==> config.mk <==
export PLATFORM = sky130hd
export DESIGN_NAME = mesh_term_inject_flat
export DESIGN_NICKNAME = d
export VERILOG_FILES = /design/src/rtl/mesh_term_inject_pkg.sv /design/src/rtl/mesh_term_inject_if.sv /design/src/rtl/mesh_term_inject_fifo_core.sv /design/src/rtl/mesh_term_inject.sv /design/src/flat_wrapper.sv
export SDC_FILE = /design/constraint.sdc
export NUM_CORES = 1
export LEC_CHECK = 0
export BUFFER_PORTS_ARGS = -buffer_cell sky130_fd_sc_hd__buf_4
export CORE_MARGIN = 10
export CORE_UTILIZATION = 57
export DETAILED_ROUTE_END_ITERATION = 7
export PLACE_DENSITY = 0.8
export SLEW_MARGIN = 5
export SYNTH_ARGS = -nofsm -noshare
export SYNTH_HDL_FRONTEND = slang
export SYNTH_SLANG_ARGS = --single-unit
==> constraint.sdc <==
create_clock -name clk -period 5.05 [get_ports clk]
set_clock_uncertainty 0.2 [all_clocks]
set_input_delay 1.01 -clock clk [delete_from_list [all_inputs] [get_ports clk]]
set_output_delay 1.01 -clock clk [all_outputs]
set_load 0.02 [all_outputs]
==> src/rtl/mesh_term_inject_pkg.sv <==
// -----------------------------------------------------------------------------
// mesh_term_inject_pkg
// Shared definitions for the terminal-side injection buffer.
//   - Packet field offsets. Offsets are counted down from the packet MSB, so a
//     field bit index is (pckg_sz - OFFSET). The same offsets then work for any
//     packet width.
//   - dest_legal(): destination screen. The monitor/checker calls it as well.
// -----------------------------------------------------------------------------
package mesh_term_inject_pkg;

    // Field offsets from the MSB: bit index = pckg_sz - offset
    localparam int NXTJP_MSB = 1;
    localparam int NXTJP_LSB = 8;
    localparam int ROW_MSB   = 9;
    localparam int ROW_LSB   = 12;
    localparam int COL_MSB   = 13;
    localparam int COL_LSB   = 16;
    localparam int MODE_BIT  = 17;

    localparam int NXTJP_W = NXTJP_LSB - NXTJP_MSB + 1;
    localparam int ROW_W   = ROW_LSB - ROW_MSB + 1;
    localparam int COL_W   = COL_LSB - COL_MSB + 1;

    localparam int DROP_CNT_W = 16;

    // A destination is a terminal on the mesh perimeter (excluding corners),
    // or the broadcast code. The terminal's own address is never legal.
    function automatic logic dest_legal(
        input logic [ROW_W-1:0] row,
        input logic [COL_W-1:0] col,
        input int               rows,
        input int               colums,
        input logic [7:0]       bdcst,
        input int               my_row,
        input int               my_col
    );
        int   r;
        int   c;
        logic on_row_edge;
        logic on_col_edge;
        logic is_bcast;
        logic is_self;
        r           = int'(row);
        c           = int'(col);
        on_row_edge = ((r == 0) || (r == rows + 1)) && (c >= 1) && (c <= colums);
        on_col_edge = ((c == 0) || (c == colums + 1)) && (r >= 1) && (r <= rows);
        is_bcast    = ({row, col} == bdcst);
        is_self     = (r == my_row) && (c == my_col);
        return (is_bcast || (on_row_edge ^ on_col_edge)) && !is_self;
    endfunction

endpackage

==> src/rtl/mesh_term_inject_if.sv <==
// -----------------------------------------------------------------------------
// mesh_term_inject_if
// Bundle between a terminal source, the injection buffer and the router port.
//   push / data_in        : source offers a packet
//   full                  : buffer holds fifo_depth entries
//   popin                 : router takes the head entry
//   pndng_i_in / data_out_i_in : head valid / head packet (show-ahead)
//   drop / drop_cnt       : reject pulse and saturating reject count
//   count                 : occupancy
//
// Handshake: a packet moves from source to buffer on a rising clk edge. This
// happens when push=1, the destination is legal, and (full=0 or popin=1).
// Otherwise the push is dropped. A packet moves from buffer to router on the
// edge where pndng_i_in=1 and popin=1. popin with pndng_i_in=0 has no effect.
// -----------------------------------------------------------------------------
interface mesh_term_inject_if #(
    parameter int PCKG_SZ    = 40,
    parameter int FIFO_DEPTH = 4
);
    localparam int CNT_W = $clog2(FIFO_DEPTH) + 1;

    logic               push;
    logic [PCKG_SZ-1:0] data_in;
    logic               full;
    logic               popin;
    logic               pndng_i_in;
    logic [PCKG_SZ-1:0] data_out_i_in;
    logic               drop;
    logic [15:0]        drop_cnt;
    logic [CNT_W-1:0]   count;

    // Source/router side
    modport master (
        output push, data_in, popin,
        input  full, pndng_i_in, data_out_i_in, drop, drop_cnt, count
    );

    // Buffer side
    modport slave (
        input  push, data_in, popin,
        output full, pndng_i_in, data_out_i_in, drop, drop_cnt, count
    );

endinterface

==> src/rtl/mesh_term_inject_fifo_core.sv <==
// -----------------------------------------------------------------------------
// mesh_term_inject_fifo_core
// Generic synchronous show-ahead FIFO. rdata_o always shows the entry at the
// read pointer. A pop on an empty FIFO is ignored. A push into a full FIFO is
// taken only when a pop happens on the same edge.
// Ports:
//   clk, rst           clock, synchronous active-high reset
//   push_i, wdata_i    write request / data
//   pop_i              read request
//   rdata_o            head entry
//   full_o, empty_o    occupancy flags
//   count_o            occupancy (0..DEPTH)
// -----------------------------------------------------------------------------
module mesh_term_inject_fifo_core #(
    parameter  int WIDTH = 40,
    parameter  int DEPTH = 4,
    localparam int AW    = $clog2(DEPTH),
    localparam int CW    = AW + 1
) (
    input  logic             clk,
    input  logic             rst,
    input  logic             push_i,
    input  logic [WIDTH-1:0] wdata_i,
    input  logic             pop_i,
    output logic [WIDTH-1:0] rdata_o,
    output logic             full_o,
    output logic             empty_o,
    output logic [CW-1:0]    count_o
);

    logic [AW-1:0]    wr_ptr_q, wr_ptr_d;
    logic [AW-1:0]    rd_ptr_q, rd_ptr_d;
    logic [CW-1:0]    count_q, count_d;
    logic [WIDTH-1:0] mem_q [DEPTH];
    logic             do_push;
    logic             do_pop;

    assign empty_o = (count_q == '0);
    assign full_o  = (count_q == CW'(DEPTH));
    assign do_pop  = pop_i && !empty_o;
    // When full, a write is allowed only if the pop on this edge frees a slot
    assign do_push = push_i && (!full_o || do_pop);

    always_comb begin
        wr_ptr_d = wr_ptr_q;
        rd_ptr_d = rd_ptr_q;
        count_d  = count_q;
        // DEPTH is a power of 2, so the pointers wrap naturally
        if (do_push) wr_ptr_d = wr_ptr_q + 1'b1;
        if (do_pop)  rd_ptr_d = rd_ptr_q + 1'b1;
        case ({do_push, do_pop})
            2'b10:   count_d = count_q + 1'b1;
            2'b01:   count_d = count_q - 1'b1;
            default: count_d = count_q;
        endcase
    end

    always_ff @(posedge clk) begin
        if (rst) begin
            wr_ptr_q <= '0;
            rd_ptr_q <= '0;
            count_q  <= '0;
            // Storage is cleared so the head output reads zero after reset
            for (int i = 0; i < DEPTH; i++) mem_q[i] <= '0;
        end else begin
            wr_ptr_q <= wr_ptr_d;
            rd_ptr_q <= rd_ptr_d;
            count_q  <= count_d;
            if (do_push) mem_q[wr_ptr_q] <= wdata_i;
        end
    end

    assign rdata_o = mem_q[rd_ptr_q];
    assign count_o = count_q;

endmodule

==> src/rtl/mesh_term_inject.sv <==
// -----------------------------------------------------------------------------
// mesh_term_inject
// Terminal-side injection buffer in front of one mesh router terminal port.
// The buffer screens the destination of each pushed packet and clears the
// Nxtjp field. It queues accepted packets for the router. Rejected pushes
// produce a one-cycle drop pulse and increment a saturating counter.
// Ports:
//   clk    clock (all logic on posedge)
//   reset  synchronous, active-high
//   bus    mesh_term_inject_if.slave: push/data_in/full from the source side,
//          popin/pndng_i_in/data_out_i_in to the router side,
//          drop/drop_cnt/count status
// -----------------------------------------------------------------------------
module mesh_term_inject
    import mesh_term_inject_pkg::*;
#(
    parameter int         ROWS       = 4,
    parameter int         COLUMS     = 4,
    parameter int         pckg_sz    = 40,
    parameter int         fifo_depth = 4,
    parameter logic [7:0] bdcst      = 8'hFF,
    parameter int         MY_ROW     = 0,
    parameter int         MY_COLUM   = 1
) (
    input logic               clk,
    input logic               reset,
    mesh_term_inject_if.slave bus
);

    localparam int CW = $clog2(fifo_depth) + 1;

    logic [ROW_W-1:0]      row_w;
    logic [COL_W-1:0]      col_w;
    logic                  legal_w;
    logic                  accept_w;
    logic                  reject_w;
    logic [pckg_sz-1:0]    word_w;
    logic                  fifo_full_w;
    logic                  fifo_empty_w;
    logic [CW-1:0]         fifo_count_w;
    logic                  drop_q, drop_d;
    logic [DROP_CNT_W-1:0] drop_cnt_q, drop_cnt_d;

    assign row_w   = bus.data_in[pckg_sz-ROW_MSB -: ROW_W];
    assign col_w   = bus.data_in[pckg_sz-COL_MSB -: COL_W];
    assign legal_w = dest_legal(row_w, col_w, ROWS, COLUMS, bdcst, MY_ROW, MY_COLUM);

    // A full queue still accepts a push when the router pops on the same edge
    assign accept_w = bus.push && legal_w && (!fifo_full_w || bus.popin);
    assign reject_w = bus.push && !accept_w;

    // Stored word: Nxtjp zeroed; all other fields pass through unchanged
    assign word_w = {{NXTJP_W{1'b0}}, row_w, col_w,
                     bus.data_in[pckg_sz-MODE_BIT],
                     bus.data_in[pckg_sz-MODE_BIT-1:0]};

    mesh_term_inject_fifo_core #(
        .WIDTH (pckg_sz),
        .DEPTH (fifo_depth)
    ) u_fifo (
        .clk     (clk),
        .rst     (reset),
        .push_i  (accept_w),
        .wdata_i (word_w),
        .pop_i   (bus.popin),
        .rdata_o (bus.data_out_i_in),
        .full_o  (fifo_full_w),
        .empty_o (fifo_empty_w),
        .count_o (fifo_count_w)
    );

    always_comb begin
        drop_d     = reject_w;
        drop_cnt_d = drop_cnt_q;
        if (reject_w && (drop_cnt_q != {DROP_CNT_W{1'b1}})) begin
            drop_cnt_d = drop_cnt_q + 1'b1;
        end
    end

    always_ff @(posedge clk) begin
        if (reset) begin
            drop_q     <= 1'b0;
            drop_cnt_q <= '0;
        end else begin
            drop_q     <= drop_d;
            drop_cnt_q <= drop_cnt_d;
        end
    end

    assign bus.full       = fifo_full_w;
    assign bus.pndng_i_in = !fifo_empty_w;
    assign bus.count      = fifo_count_w;
    assign bus.drop       = drop_q;
    assign bus.drop_cnt   = drop_cnt_q;

endmodule

==> src/flat_wrapper.sv <==
// flat-port wrapper written by rule: the top's interface ports become plain ports
module mesh_term_inject_flat import mesh_term_inject_pkg::*;
#(
    parameter int         ROWS       = 4,
    parameter int         COLUMS     = 4,
    parameter int         pckg_sz    = 40,
    parameter int         fifo_depth = 4,
    parameter logic [7:0] bdcst      = 8'hFF,
    parameter int         MY_ROW     = 0,
    parameter int         MY_COLUM   = 1
)
  (clk, reset, bus_push, bus_data_in, bus_popin, bus_full, bus_pndng_i_in, bus_data_out_i_in, bus_drop, bus_drop_cnt, bus_count);
  mesh_term_inject_if #(.PCKG_SZ((40)), .FIFO_DEPTH((4))) bus_i ();
  input logic clk;
  input logic reset;
  input wire logic [$bits(bus_i.push)-1:0] bus_push;
  input wire logic [$bits(bus_i.data_in)-1:0] bus_data_in;
  input wire logic [$bits(bus_i.popin)-1:0] bus_popin;
  output wire logic [$bits(bus_i.full)-1:0] bus_full;
  output wire logic [$bits(bus_i.pndng_i_in)-1:0] bus_pndng_i_in;
  output wire logic [$bits(bus_i.data_out_i_in)-1:0] bus_data_out_i_in;
  output wire logic [$bits(bus_i.drop)-1:0] bus_drop;
  output wire logic [$bits(bus_i.drop_cnt)-1:0] bus_drop_cnt;
  output wire logic [$bits(bus_i.count)-1:0] bus_count;
  assign bus_i.push = bus_push;
  assign bus_i.data_in = bus_data_in;
  assign bus_i.popin = bus_popin;
  assign bus_full = bus_i.full;
  assign bus_pndng_i_in = bus_i.pndng_i_in;
  assign bus_data_out_i_in = bus_i.data_out_i_in;
  assign bus_drop = bus_i.drop;
  assign bus_drop_cnt = bus_i.drop_cnt;
  assign bus_count = bus_i.count;
  mesh_term_inject #(.ROWS(ROWS), .COLUMS(COLUMS), .pckg_sz(pckg_sz), .fifo_depth(fifo_depth), .bdcst(bdcst), .MY_ROW(MY_ROW), .MY_COLUM(MY_COLUM)) u_core (.clk(clk), .reset(reset), .bus(bus_i));
endmodule
---- Word-level counts from Yosys, hierarchy flattened ----
Memories as Yosys holds them, arrays and structs flattened. A register that Yosys moved wholly into a read port is not among the register bits.
Cells that the tools add are included.
Widths: inputs -> output; s select.
word-level totals
  register bits ........................... 24
  RAM bits ................................ 128
  output and inout bits ................... 62
  logic and storage cells ................. 61
  memories ................................ 1
memory list
  memory               words  width  read ports  clocked after memory_dff  write ports  line                              text
  u_core.u_fifo.mem_q  4      32     1           1                         4            mesh_term_inject_fifo_core.sv:34  logic [WIDTH-1:0] mem_q [DEPTH];
cells by class
  add/subtract/negate cells ............... 5
  $lt $le $gt $ge ......................... 4
  eq/ne operators ......................... 8
  multiplexer cells ....................... 11
  bitwise logic cells ..................... 1
  reduce and logical (&&, ||, !) cells .... 26
operators by type and width
  operator               count
  $mux 32                1
  $reduce_or 32->1       1
  $add 16x1->16 const B  1
  $ne 16x16->1 const B   1
  $logic_and 1x1->1      12
  $eq 4x4->1 const B     2
  $eq 8x8->1 const B     1
  $ge 4x1->1 const B     2
  $le 4x3->1 const B     2
  $logic_not 4->1        2
  $mux 1                 6
  $mux 2                 3
  $pmux 3 s2             1
  $logic_or 1x1->1       5
  $add 2x1->2 const B    2
  $eq 4x2->1 const B     1
  $logic_not 1->1        4
  $add 3x1->3 const B    1
  $eq 3x3->1 const B     1
  $logic_not 3->1        1
  $sub 3x1->3 const B    1
  $eq 2x1->1 const B     1
  $eq 2x2->1 const B     1
  $reduce_bool 2->1      1
  $xor 1x1->1            1

---- Depth between registers and ports, before layout ----
Gate-level depths: netlist of the first run.
  word-level depth ........................ 15
  depth in mapped cells ................... 13

---- By module ----
A second synthesis of the first run with hierarchy kept.
unflattened totals
  cells, all modules ...................... 576
  area total of the unflattened synthesis .. 8,474.4 um^2
modules (own cells, without submodules)
  module                      times used  cells an instance  area each (um^2)  seq. area each (um^2)
  mesh_term_inject_fifo_core  1           443                7,429.6           4,984.8
  mesh_term_inject            1           133                1,044.8           340.3

---- Worst setup path before layout of the first run ----
No wires, ideal clock.
  path type ............................... input to register
  start point ............................. input port bus_data_in[30]
  end point ............................... memory u_core.u_fifo.mem_q[1][0] (netlist bit), enable pin
  arrival ................................. 3,576 ps
  setup slack ............................. 846 ps
  stages on the path ...................... 8
  buffers on the path ..................... 2
  cell sequence ........................... clkbuf_1 nand4_1 or2_0 nand3_1 and2_1 clkbuf_1 nand2_1 o21bai_1
RTL lines
  item             line                              text
  start, declared  flat_wrapper.sv:17                input wire logic [$bits(bus_i.data_in)-1:0] bus_data_in;
  end, declared    mesh_term_inject_fifo_core.sv:34

==> results of run 1 <==
==> power groups by stage <==
stage,combinational (mW),clock (mW),sequential (mW)
floorplan,0.131,0,1.45
CTS,0.213,1.35,1.44
detailed placement,0.212,0,1.46
global placement,0.207,0,1.46
global route,0.227,1.40,1.44
finish,0.210,1.34,1.44
==> metrics by stage <==
step	power (mW)	instance area, µm²	worst slack (ns)	hold WS, ns
2_1_floorplan	1.58	6990	0.846	0.285
3_3_place_gp	1.67	7730	1.14	0.296
3_5_place_dp	1.67	7730	1.07	0.311
4_1_cts	3.00	8350	1.31	0.318
5_1_grt	3.07	8350	1.17	0.350
6_report	2.98	8350	1.42	0.318
==> logic make-up after synthesis <==
kind of cell | Yosys count | share of synthesized area (%)
buffers and inverters | 47 | 3.16
muxes | 37 | 11.1
xor gates and xnor gates | 8 | 1.01
and+or+nand+nor | 213 | 18.7
DFF | 154 | 62.7
other | 1 | 0.0539
adders and majority gates | 3 | 0.647
AOI/OAI and AO/OA | 30 | 2.59
==> cells in the mapped netlist (2+ instances only) <==
cell      count  area, µm²
a21oi_1      11       55.1
a31o_2        2       17.5
clkbuf_1     19       71.3
edfxtp_1    128       3840
nor3_1        6       30.0
inv_1         9       33.8
or3_1        11       68.8
nand3_1       5       25.0
and2_1      130        813
buf_1         7       26.3
buf_4         9       67.6
nand4_1       9       56.3
nand2_1       9       33.8
dfxtp_1      26        521
or2_2         2       12.5
ha_1          2       25.0
nor2_1       17       63.8
nor2b_1       5       31.3
o21ai_0       7       35.0
nor3b_2       2       25.0
or4_1         5       37.5
mux4_2       32        721
xor2_1        4       35.0
o31ai_1       4       30.0
mux2_2        4       45.0
xnor2_1       4       35.0
o21ai_1       3       15.0
==> sequential cells by signal, indices dropped and copies added, names as in the netlist, named ones only <==
name	count
u_core.u_fifo.mem_q	128
u_core.bus.drop_cnt	16
u_core.u_fifo.count_o	3
u_core.u_fifo.rd_ptr_q	2
u_core.u_fifo.wr_ptr_q	2
u_core.bus.drop	1
==> critical path, cell delays in order (launching register included) <==
cell	delay, ns
dfxtp_2	0.94
buf_4	0.35
mux4_2	0.53
buf_4	0.17
==> how the worst max path moves through the flow <==
stage                                            to  slack (ns)  depth (start not counted)
after CTS                     bus_data_out_i_in[18]        1.31                          3
after floorplan           u_core.u_fifo.mem_q[1][0]        0.85                          8
after detailed placement  u_core.u_fifo.mem_q[0][4]        1.07                          9
after global placement    u_core.u_fifo.mem_q[0][4]        1.14                          9
final                         bus_data_out_i_in[18]        1.42                          3
after global routing          bus_data_out_i_in[10]        1.17                          3
==> layer usage <==
layer / GRT usage, % / wire length, µm / vias to the layer above
met1: 21.6 / 6010 / 2111
met5: 0 / 0 / -
met3: 5.36 / 914 / 14
met4: 6.28 / 151 / 0
met2: 31.3 / 7830 / 136
li1: - / - / 1944
==> area by class of cell <==
cell class                 count  share of cell area [%]
sequential                   154                    52.3
timing repair buffer          94                    8.60
multi-input combinational    299                    29.0
clock inverter                15                    2.37
tap                          147                    2.20
inverter                       9                   0.405
clock buffer                  17                    5.09
==> qor.csv, run 1 <==
stage;metric;value;unit
clock_tree;clock tree buffer depth;2;
layout;Reg area;4370;µm²
placed_design;Cells after DPL;703;
worst_hold_path;Min-Delay Endpoint;u_core.u_fifo.count_o[2];
layout;nets@finish;622;
critical_path;Crit Reg-Reg Endpoint;u_core.u_fifo.mem_q[0][14];
critical_path;Worst EP required;3.84;ns
placed_design;PortBufs;89;
global_routing;global-route wire length before repair;23.6;mm
layout;fill count;778;
layout;commonest non-fill, non-tap cell in the layout;and2_1;
global_routing;gr ovfl total;0;
status;status;finished, final reports clean;
sta;Slew headroom;25.5;%
layout;Area growth syn-to-layout;20.0;%
power_and_ir_drop;Max VDD drop;0.178;mV
die;num rows;40;
synth;Yosys Warn Count;0;
clock_tree;cts repair resizes;0;
sta;worst slew pin tran;1.11;ns
power_and_ir_drop;Clock power frac;44.8;%
clock_tree;H-tree depth;4;
power_and_ir_drop;P_int;2.33;mW
clock_tree;Clk pin slew, worst setup/hold paths;0.06;ns
synth;Avg Inst Size Synth;14.1;µm²
worst_hold_path;hold depth;2;
layout;Final Non-Filler Cells;735;
die;Die Footprint;17000;µm²
layout;highest-count cells in the layout ignoring fill and taps;130 x and2_1, 128 x edfxtp_1, 93 x buf_4;
synth;post-synth design cell area;6960;µm²
layout;multi-input logic area;2420;µm²
sta;fin. max-slew vios;0;
clock_tree;TritonCTS Buffers;17;
detailed_routing;First-pass DRT Iterations;5;
detailed_routing;DR iter-0 viols;412;
critical_path;WS Path Type;register to output pin;
sta;top achievable clock speed;0.276;GHz
clock_tree;post-CTS setup buffer count;0;
die;# IOs;106;
synth;post-synthesis cell count;493;
die;Initial Utilization;58.2;%
placed_design;RD Place Congestion;0.808;
power_and_ir_drop;Pleak;3.18;nW
die;core area;12000;µm²
synth;Seq/Total Area, Yosys;62.7;%
sta;endpoints failing setup;0;
synth;register bit total from synthesis;154;
sta;RSZ-0062 raised after global routing;no;
placed_design;HPWL Detailed;9.07;mm
power_and_ir_drop;Sw Share;21.7;%
sta;Final Cycle Share;71.8;%
detailed_routing;drt drc;0;
clock_tree;clk_lat worst skew;0.42;ns
global_routing;GRT Total Usage;18.3;%
power_and_ir_drop;Gate power share;7.0;%
power_and_ir_drop;Flop pwr share;48.1;%
detailed_routing;Antenna Nets Post-Route;0;
synth;FFs w/ async S/R, synth;0;%
die;Die W;130;µm
detailed_routing;total vias in the final route;4205;
critical_path;Critical R2R Launch;u_core.u_fifo.count_o[2];
detailed_routing;routed via count divided by cell count;5.72;
power_and_ir_drop;Net Sw Power;0.648;mW
power_and_ir_drop;power per cell area;357;nW/µm²
layout;antenna cells;0;
layout;final core occ;69.8;%
worst_hold_path;hold crit path type;register to register;
sta;setup TNS;0;ns
clock_tree;CTS tree;yes;
clock_tree;clock tree sinks;154;
worst_hold_path;hold path start;u_core.u_fifo.count_o[2];
synth;post-synth cell types;48;
die;Die Span Y;130;µm
sta;clock period minus worst slack;3.63;ns
synth;Post-synth top flop;edfxtp_1;
layout;share of cells above drive strength 1;29.8;%
critical_path;CP Capture Type;output pin;
critical_path;CP arrival;2.42;ns
critical_path;Worst R2R Path Depth;8;
synth;EDFF count, synth;128;
critical_path;Reg2Reg Setup Slack;1.74;ns
global_routing;vias in the first global route;4517;
flow_run;max_cap viols;0;
sta;Final Hold Violating Endpoints;0;
critical_path;startpoint types;register;
detailed_routing;wire per inst;20.3;µm
clock_tree;root buffer cell;clkbuf_16;
detailed_routing;Routed WL;14.9;mm
clock_tree;# hold bufs at CTS;0;
global_routing;initial antenna violation count;0;
critical_path;crit path max fanout;25;
global_routing;largest net degree at the start of global routing;36;
No activity file was read; power rests on OpenSTA's default activity.
==> run 2, diff against run 1 <==
==> constraint.sdc (replaced) <==
create_clock -name clk -period 3.75 [get_ports clk]
set_clock_uncertainty 0.2 [all_clocks]
set_input_delay 0.75 -clock clk [delete_from_list [all_inputs] [get_ports clk]]
set_output_delay 0.75 -clock clk [all_outputs]
set_load 0.02 [all_outputs]
==> qor.csv, run 2 (synthesis gave the netlist of run 1 again) <==
stage;metric;value;unit
status;status;finished, final reports clean;
critical_path;CP Capture Type;register;
die;core area;12000;µm²
global_routing;gr ovfl total;0;
detailed_routing;drt drc;0;
sta;Final Hold Violating Endpoints;0;
critical_path;Reg2Reg Setup Slack;0.64;ns
die;Initial Utilization;58.2;%
layout;Reg area;4370;µm²
critical_path;Crit Reg-Reg Endpoint;u_core.u_fifo.count_o[2];
layout;design area;8360;µm²
critical_path;Critical Path Sink;u_core.u_fifo.count_o[2];
critical_path;Worst R2R Path Depth;11;
critical_path;Critical R2R Launch;u_core.u_fifo.count_o[2];
detailed_routing;DR iter-0 viols;413;
clock_tree;post-CTS setup buffer count;0;
placed_design;HPWL Detailed;9.43;mm
detailed_routing;First-pass DRT Iterations;4;
critical_path;Worst path slowest cell;dfxtp_1;
critical_path;WS Path Type;register to register;
global_routing;GRT Total Usage;18.1;%
power_and_ir_drop;power per cell area;467;nW/µm²
layout;Reg with most FFs;u_core.u_fifo.mem_q;
global_routing;largest net degree at the start of global routing;36;
layout;nets@finish;625;
global_routing;initial antenna violation count;0;
sta;top achievable clock speed;0.322;GHz
clock_tree;H-tree depth;4;
layout;Area growth syn-to-layout;20.1;%
sta;RSZ-0062 raised after global routing;no;
clock_tree;TritonCTS Buffers;17;
critical_path;Worst Path Buf+Inv;2;
layout;antenna cells;0;
layout;share of cells above drive strength 1;29.6;%
die;# IOs;106;
layout;final core occ;69.9;%
power_and_ir_drop;Pleak;3.19;nW
global_routing;vias in the first global route;4478;
clock_tree;clock tree sinks;154;
die;Die Footprint;17000;µm²
sta;clock period minus worst slack;3.11;ns
clock_tree;CTS tree;yes;
detailed_routing;routed via count divided by cell count;5.72;
clock_tree;clk_lat worst skew;0.42;ns
placed_design;RD Place Congestion;0.844;
placed_design;PortBufs;89;
clock_tree;Clk pin slew, worst setup/hold paths;0.06;ns
die;Die Span Y;130;µm
placed_design;Placed Area;7770;µm²
detailed_routing;wire per inst;19.7;µm
power_and_ir_drop;Max VDD drop;0.312;mV
sta;fin. max-slew vios;0;
critical_path;crit path max fanout;6;
layout;max reg flops;128;
layout;multi-input logic area;2420;µm²
layout;fill count;788;
clock_tree;clock tree buffer depth;2;
critical_path;CP most frequent cell;inv_1;
die;num rows;40;
worst_hold_path;hold depth;2;
sta;Slew headroom;39.7;%
critical_path;CP arrival;3.25;ns
critical_path;startpoint types;register;
worst_hold_path;hold path start;u_core.bus.drop_cnt[15];
detailed_routing;Routed WL;14.6;mm
detailed_routing;Antenna Nets Post-Route;0;
clock_tree;# hold bufs at CTS;0;
global_routing;global-route wire length before repair;23.5;mm
sta;worst slew pin tran;0.905;ns
clock_tree;cts repair resizes;0;
worst_hold_path;hold crit path type;register to register;
detailed_routing;total vias in the final route;4222;
critical_path;sequence of cells on the critical path;or3b_1 -> or2_1 -> and3_1 -> and2_1 -> inv_1 -> ha_1 -> inv_1 -> fa_1 -> xor2_1 -> or3_1 -> a21oi_1;
layout;highest-count cells in the layout ignoring fill and taps;130 x and2_1, 128 x edfxtp_1, 94 x buf_4;
critical_path;Setup crit start;u_core.u_fifo.count_o[2];
critical_path;Worst EP required;3.90;ns
flow_run;max_cap viols;0;
clock_tree;root buffer cell;clkbuf_16;
critical_path;Max stage delay on crit path;0.39;ns
sta;endpoints failing setup;0;
layout;commonest non-fill, non-tap cell in the layout;and2_1;
sta;setup TNS;0;ns
sta;Final Cycle Share;82.8;%
critical_path;Crit path depth;11;
die;Die W;130;µm
critical_path;critical path's top delay family;simple AND/OR/NAND/NOR gates;
run 2: cell count changes in the layout (fill, tap and decap cells not counted), sizes merged:
cell	delta
buf	+3
bufinv	-1
clkinv	+4
inv	-3
run 2: worst min-delay path by stage:
stage                              end  slack [ns]
2_1_floorplan                 register        0.28
3_3_place_gp    u_core.bus.drop_cnt[7]        0.30
3_5_place_dp   u_core.bus.drop_cnt[15]        0.31
4_1_cts         u_core.bus.drop_cnt[7]        0.32
5_1_grt         u_core.bus.drop_cnt[7]        0.34
6_report       u_core.bus.drop_cnt[15]        0.33
run 2: area by class of cell:
type                    count  area share, %
clock inverters            15           1.89
inverters                   9          0.404
flip-flops and latches    154           52.2
well taps                 147           2.20
repair buffers             97           9.16
multi-input cells         299           29.0
clock buffers              17           5.09
run 2: per-layer routing:
layer	part of all wire [%]	GRT usage (%)	vias up
met5	0	0	-
met4	0.95	5.76	0
met3	7.0	5.00	12
met2	53	31.5	146
met1	39	21.4	2110
li1	-	-	1954
run 2: report_power, final:
part           internal (mW)  switching, mW
sequential              1.90         0.0232
clock                   1.03          0.650
combinational          0.131          0.165
total                   3.06          0.839
run 2: worst reg2reg max path, stage by stage, from the launching register on:
cell and delay (ns):
dfxtp_1 0.39, or3b_1 0.38, or2_1 0.28, and3_1 0.21, and2_1 0.24, inv_1 0.10
ha_1 0.18, inv_1 0.06, fa_1 0.37, xor2_1 0.16, or3_1 0.32, a21oi_1 0.15
run 2: metrics by stage:
step / power (mW) / hold slack, ns / std cells / setup slack (ns)
6_report: 3.90 / 0.326 / 738 / 0.644
5_1_grt: 4.04 / 0.343 / 738 / 0.467
4_1_cts: 3.92 / 0.323 / 738 / 0.629
3_5_place_dp: 2.26 / 0.313 / 706 / 0.329
3_3_place_gp: 2.25 / 0.296 / 706 / 0.363
2_1_floorplan: 2.13 / 0.285 / 500 / 0.475
